--- src/rtl/uart_pkg.sv ---
// Shared definitions for the UART receive path.
//   rx_state_e                 : framer FSM states
//   UART_DATA_BITS             : payload bits per frame (8N1)
//   UART_CLKS_PER_BIT_DEFAULT  : 50 MHz / 115200 baud
package uart_pkg;

    typedef enum logic [2:0] {
        ST_IDLE      = 3'd0,
        ST_START     = 3'd1,
        ST_DATA      = 3'd2,
        ST_STOP      = 3'd3,
        ST_WAIT_IDLE = 3'd4
    } rx_state_e;

    localparam int unsigned UART_DATA_BITS            = 8;
    localparam int unsigned UART_CLKS_PER_BIT_DEFAULT = 434;

endpackage

--- src/rtl/uart_bit_timer.sv ---
// Bit-period timer for the UART receiver.
//   clk       : system clock, rising edge
//   rst       : asynchronous active-high reset, clears the counter
//   load_half : load the half-period delay (start-bit centring)
//   enable    : count down while high
//   tick      : one-cycle strobe; the consumer samples the line on this edge
// After a tick the counter reloads a full period, so successive samples are
// spaced exactly CLKS_PER_BIT cycles apart with no accumulated drift.
module uart_bit_timer #(
    parameter int unsigned CLKS_PER_BIT = 434
) (
    input  logic clk,
    input  logic rst,
    input  logic load_half,
    input  logic enable,
    output logic tick
);

    // Counter only ever holds values up to CLKS_PER_BIT-1, which $clog2 covers.
    localparam int unsigned TW = $clog2(CLKS_PER_BIT);
    localparam logic [TW-1:0] FULL_LOAD = TW'(CLKS_PER_BIT - 1);
    localparam logic [TW-1:0] HALF_LOAD = TW'(CLKS_PER_BIT / 2 - 1);

    logic [TW-1:0] cnt_q, cnt_d;

    always_comb begin
        cnt_d = cnt_q;
        tick  = 1'b0;
        if (load_half) begin
            cnt_d = HALF_LOAD;
        end else if (enable) begin
            if (cnt_q == '0) begin
                tick  = 1'b1;
                cnt_d = FULL_LOAD;
            end else begin
                cnt_d = cnt_q - TW'(1);
            end
        end
    end

    always_ff @(posedge clk or posedge rst) begin
        if (rst) begin
            cnt_q <= '0;
        end else begin
            cnt_q <= cnt_d;
        end
    end

endmodule

--- src/rtl/uart_rx_framer.sv ---
// UART 8N1 receive framer (LSB first).
//   clkIn           : system clock, rising edge
//   resetIn         : asynchronous active-high reset
//   rxIn            : filtered, synchronised serial line, idle high
//   ackIn           : consumer acknowledge, clears dataValidOut
//   dataOut         : last accepted byte
//   dataValidOut    : byte pending in dataOut until acknowledged
//   frameErrorOut   : one-cycle pulse, stop bit sampled low
//   overrunErrorOut : one-cycle pulse, new frame dropped while a byte pending
//   busyOut         : high whenever the FSM is not in IDLE
module uart_rx_framer
    import uart_pkg::*;
#(
    parameter int unsigned CLKS_PER_BIT = UART_CLKS_PER_BIT_DEFAULT
) (
    input  logic       clkIn,
    input  logic       resetIn,
    input  logic       rxIn,
    input  logic       ackIn,
    output logic [7:0] dataOut,
    output logic       dataValidOut,
    output logic       frameErrorOut,
    output logic       overrunErrorOut,
    output logic       busyOut
);

    localparam int unsigned IW = $clog2(UART_DATA_BITS);

    rx_state_e                   state_q, state_d;
    logic [UART_DATA_BITS-1:0]   shift_q, shift_d;
    logic [IW-1:0]               idx_q, idx_d;
    logic [UART_DATA_BITS-1:0]   data_q, data_d;
    logic                        valid_q, valid_d;
    logic                        ferr_q, ferr_d;
    logic                        oerr_q, oerr_d;
    logic                        busy_q, busy_d;

    logic load_half;
    logic timer_en;
    logic tick;

    assign timer_en = (state_q == ST_START) || (state_q == ST_DATA) || (state_q == ST_STOP);

    uart_bit_timer #(
        .CLKS_PER_BIT(CLKS_PER_BIT)
    ) u_bit_timer (
        .clk      (clkIn),
        .rst      (resetIn),
        .load_half(load_half),
        .enable   (timer_en),
        .tick     (tick)
    );

    always_comb begin
        state_d   = state_q;
        shift_d   = shift_q;
        idx_d     = idx_q;
        data_d    = data_q;
        valid_d   = valid_q;
        ferr_d    = 1'b0;
        oerr_d    = 1'b0;
        load_half = 1'b0;

        if (ackIn && valid_q) begin
            valid_d = 1'b0;
        end

        case (state_q)
            ST_IDLE: begin
                if (!rxIn) begin
                    state_d   = ST_START;
                    load_half = 1'b1;
                end
            end
            ST_START: begin
                if (tick) begin
                    if (rxIn) begin
                        state_d = ST_IDLE;
                    end else begin
                        state_d = ST_DATA;
                        idx_d   = '0;
                    end
                end
            end
            ST_DATA: begin
                if (tick) begin
                    shift_d = {rxIn, shift_q[UART_DATA_BITS-1:1]};
                    idx_d   = idx_q + IW'(1);
                    if (idx_q == IW'(UART_DATA_BITS - 1)) begin
                        state_d = ST_STOP;
                    end
                end
            end
            ST_STOP: begin
                if (tick) begin
                    if (rxIn) begin
                        // An ack arriving with the stop sample frees the slot
                        // in the same cycle, so the new byte is accepted.
                        if (!valid_q || ackIn) begin
                            data_d  = shift_q;
                            valid_d = 1'b1;
                        end else begin
                            oerr_d = 1'b1;
                        end
                        state_d = ST_IDLE;
                    end else begin
                        ferr_d  = 1'b1;
                        state_d = ST_WAIT_IDLE;
                    end
                end
            end
            ST_WAIT_IDLE: begin
                if (rxIn) begin
                    state_d = ST_IDLE;
                end
            end
            default: state_d = ST_IDLE;
        endcase

        busy_d = (state_d != ST_IDLE);
    end

    always_ff @(posedge clkIn or posedge resetIn) begin
        if (resetIn) begin
            state_q <= ST_IDLE;
            shift_q <= '0;
            idx_q   <= '0;
            data_q  <= '0;
            valid_q <= 1'b0;
            ferr_q  <= 1'b0;
            oerr_q  <= 1'b0;
            busy_q  <= 1'b0;
        end else begin
            state_q <= state_d;
            shift_q <= shift_d;
            idx_q   <= idx_d;
            data_q  <= data_d;
            valid_q <= valid_d;
            ferr_q  <= ferr_d;
            oerr_q  <= oerr_d;
            busy_q  <= busy_d;
        end
    end

    assign dataOut         = data_q;
    assign dataValidOut    = valid_q;
    assign frameErrorOut   = ferr_q;
    assign overrunErrorOut = oerr_q;
    assign busyOut         = busy_q;

endmodule

--- config.mk ---
export PLATFORM = sky130hd
export DESIGN_NAME = uart_rx_framer
export DESIGN_NICKNAME = d
export VERILOG_FILES = /design/src/rtl/uart_pkg.sv /design/src/rtl/uart_bit_timer.sv /design/src/rtl/uart_rx_framer.sv
export SDC_FILE = /design/constraint.sdc
export NUM_CORES = 1
export LEC_CHECK = 0
export BUFFER_PORTS_ARGS = -buffer_cell sky130_fd_sc_hd__buf_4
export CAP_MARGIN = 0
export CORE_UTILIZATION = 46
export DETAILED_ROUTE_END_ITERATION = 8
export PLACE_DENSITY = 0.63
export SLEW_MARGIN = 40
export SYNTH_ARGS = -nofsm -noshare
export SYNTH_HDL_FRONTEND = slang
export SYNTH_SLANG_ARGS = --single-unit
export TNS_END_PERCENT = 100
--- constraint.sdc ---
create_clock -name clkIn -period 2.9 [get_ports clkIn]
set_input_delay 0.29 -clock clkIn [delete_from_list [all_inputs] [get_ports clkIn]]
set_output_delay 0.29 -clock clkIn [all_outputs]
set_load 0.02 [all_outputs]
==> impl_metrics.env <==
export IMPL_synth_seq_area_share=0.5132
export IMPL_slew_viol_final=0
export IMPL_power_leakage_nw=0.9384
export IMPL_slowest_stage_cell_on_the_critical_path="or3b_1"
export IMPL_clock_insertion_delay_worst_skew_ns=0.29
export IMPL_worst_slew_margin_rel=0.5489
export IMPL_die_w_um=62.91
export IMPL_finalCritPeriodShare=0.9341
export IMPL_synthesis_area_per_instance_um2=11.61
export IMPL_finalHoldViolations=0
export IMPL_antenna_diode_count=0
export IMPL_tritoncts="built"
export IMPL_critical_path_max_stage_delay_ns=0.59
export IMPL_detailedRoute_firstIterationViolations=53
export IMPL_drv_max_cap_violation_count=0
export IMPL_floorplan_initialDensity=0.4958
export IMPL_routed_wire_length_per_instance_um=14.67
export IMPL_cts_clk_slew_worst_paths_ns=0.07
export IMPL_synth_net_count=155
export IMPL_grt_antenna_before_repair=0
export IMPL_synth_edf_count=0
export IMPL_grt_first_pass_wirelength_mm=5.478
export IMPL_worst_r2r_cell_count=6
export IMPL_fin_crit_ns=2.709
export IMPL_critical_path_max_fanout=8
export IMPL_worst_setup_path_endpoint="dataOut[5]"
export IMPL_dp_slack_ns=0.2051
export IMPL_critical_path_startpoint="u_bit_timer.cnt_q[0]"
export IMPL_cp_start_kind="flip-flop"
export IMPL_critPathRequiredTime_ns=3.07
export IMPL_crit_chain="inv_1 > ha_1 > or4b_4 > or4_4 > or3b_1 > mux2_4"
export IMPL_final_setup_skew_ns=0.006157
export IMPL_drcViolationCount=0
export IMPL_yosys_warnings=0
export IMPL_timing_final_setup_violations=0
export IMPL_die_h_um=62.91
export IMPL_fin_ws_ns=0.1910
export IMPL_ant_nets=0
export IMPL_grt_setup_unrepaired="false"
export IMPL_placed_cell_area_um2=1846
export IMPL_htree_num_levels=2
export IMPL_design_portCount=16
export IMPL_synth_cell_area_um2=1707
export IMPL_routed_via_density=5.659
export IMPL_gp_routability_congestion=0.8761
export IMPL_peakVddDrop_mv=0.2581
export IMPL_num_rows=21
export IMPL_worst_setup_path_end_kind="flip-flop"
export IMPL_dpl_cell_count=203
export IMPL_power_density_nw_per_um2=642.8
export IMPL_fmax_mhz=369.1
export IMPL_worstSetupPathType="reg -> reg"
export IMPL_gr_total_overflow=0
export IMPL_async_reset_ff_frac=1.000
export IMPL_holdCritPathClass="in -> async"
export IMPL_critical_path_arrival_ns=2.88
export IMPL_netlist_instances=147
export IMPL_final_nets=172
export IMPL_dominantRegCellSynth="dfrtp_1"
export IMPL_final_core_util=0.5620
export IMPL_post_synthesis_register_bit_count=35
export IMPL_post_synth_num_cell_types=43
export IMPL_finish_cell_count_without_fillers=211
export IMPL_post_cts_resized=0
export IMPL_holdBufCountCts=0
export IMPL_layout_area_overhead_vs_synth_pct=13.34
export IMPL_post_cts_repair_setup_buffers=0
export IMPL_detailedPlacementHpwl_mm=2.201
export IMPL_global_route_usage_over_all_layers=0.1784
export IMPL_clock_tree_buffer_depth=2
export IMPL_tritoncts_num_sinks=35
export IMPL_io_buffer_count=15
export IMPL_crit_reg2reg_launch="u_bit_timer.cnt_q[0]"
export IMPL_fp_dieArea_um2=3958
export IMPL_critical_path_reg2reg_endpoint="dataOut[5]"
export IMPL_tightestPinTransition_ns=0.6742
export IMPL_clock_root_buffer="clkbuf_8"
export IMPL_route_vias_total=1194
export IMPL_post_route_cells_drive_above_1_share=0.2848
export IMPL_number_of_buffers_added_by_the_clock_tree_synthesis_step=5
export IMPL_reg2reg_slack_ns=0.19
export IMPL_drt_total_wl_mm=3.095
export IMPL_finish_instance_area_um2=1934
export IMPL_drt_first_pass_iters=4
export IMPL_final_setup_tns_ns=0
export IMPL_grt_pass1_vias=1170
export IMPL_placeableCoreArea_um2=3442
export IMPL_run_status="finished, final reports clean"
export IMPL_grt_max_degree=36
==> cell usage in the layout (no fill, tap or decap), types with 2 or more instances in the layout <==
cell type and instances:
o31ai_1 2, o21ai_0 3, dfrtp_1 35, ha_1 4
nand2b_1 3, nand2_1 9, clkbuf_8 5, buf_4 17
mux2_4 8, nand3_1 3, clkinvlp_4 2, mux2_2 8
a21oi_1 6, a311oi_1 5, inv_1 6, nor4_1 3
nor3_1 5, mux2i_1 4, or3_1 3, o22a_1 2
nor2_1 10
==> power breakdown <==
group,switching (mW),total (mW),internal [mW]
Clock,0.178,0.345,0.167
Combinational,0.129,0.252,0.123
Sequential,0.0917,0.646,0.554
Total,0.399,1.24,0.844
==> cells in the mapped netlist, types with 2 or more instances <==
library cell   n  area share
buf_4          3       0.013
mux2_2         8       0.053
a311oi_1       5       0.026
o21ai_0        3      0.0088
or3_1          3       0.011
o22a_1         2       0.010
clkbuf_1       2      0.0044
mux2_4         8       0.070
dfrtp_1       35        0.51
mux2i_1        4       0.023
nand3_1        3      0.0088
a21oi_1        6       0.018
nand2_1        9       0.020
nor4_1         3       0.011
ha_1           4       0.029
o31ai_1        2      0.0088
nand2b_1       3       0.011
nor2_1        10       0.022
nor3_1         5       0.015
inv_1          6       0.013
==> routing by layer <==
layer | vias up | share of wire | GRT usage
li1 | 570 | - | -
met1 | 591 | 0.48 | 0.2441
met2 | 27 | 0.47 | 0.2688
met3 | 6 | 0.045 | 0.04562
met4 | 0 | 0.013 | 0.06977
met5 | - | 0 | 0
==> worst max-delay path: cells and delay by family, from the launching register on <==
family / cells / cell delay (ns)
flops: 1 / 0.40
mux: 1 / 0.37
simple gates: 3 / 1.52
buf+inv: 1 / 0.12
fa+ha+maj: 1 / 0.17
==> state kept, by name, indices dropped and copies added (netlist names) <==
name               count
frameErrorOut          1
busyOut                1
dataOut                8
u_bit_timer.cnt_q      9
idx_q                  3
shift_q                8
state_q                3
overrunErrorOut        1
dataValidOut           1
==> metrics by stage <==
stage | power, mW | hold WS (ns)
after floorplan | 0.8426 | 0.4443
after global placement | 0.8913 | 0.4113
after detailed placement | 0.9046 | 0.4218
after CTS | 1.250 | 0.1124
after global routing | 1.328 | 0.1368
final | 1.243 | 0.09545
==> cells by family after synthesis <==
group,Yosys count,share of synthesized area
AOI/OAI and AO/OA,25,0.1012
adders and majority gates,4,0.02933
buffers and inverters,13,0.04032
DFF,35,0.5132
muxes,20,0.1466
and+or+nand+nor,50,0.1694
==> worst min path at each step <==
stage,endpoint,slack [ns],depth (start not counted)
after global routing,busyOut,0.14,3
after detailed placement,u_bit_timer.cnt_q[5],0.42,3
after CTS,busyOut,0.11,3
after global placement,u_bit_timer.cnt_q[2],0.41,3
final,u_bit_timer.cnt_q[5],0.1,3
after floorplan,busyOut,0.44,1
==> final cells by class <==
class / instances / area (um^2)
clock inverters: 3 / 20.02
fillers: 298 / 1508
multi-input cells: 99 / 762.0
clock buffers: 5 / 68.82
repair buffers: 17 / 127.6
well taps: 46 / 57.56
inverters: 6 / 22.52
flip-flops and latches: 35 / 875.8
Note: power is estimated with default switching activity, not from simulation.
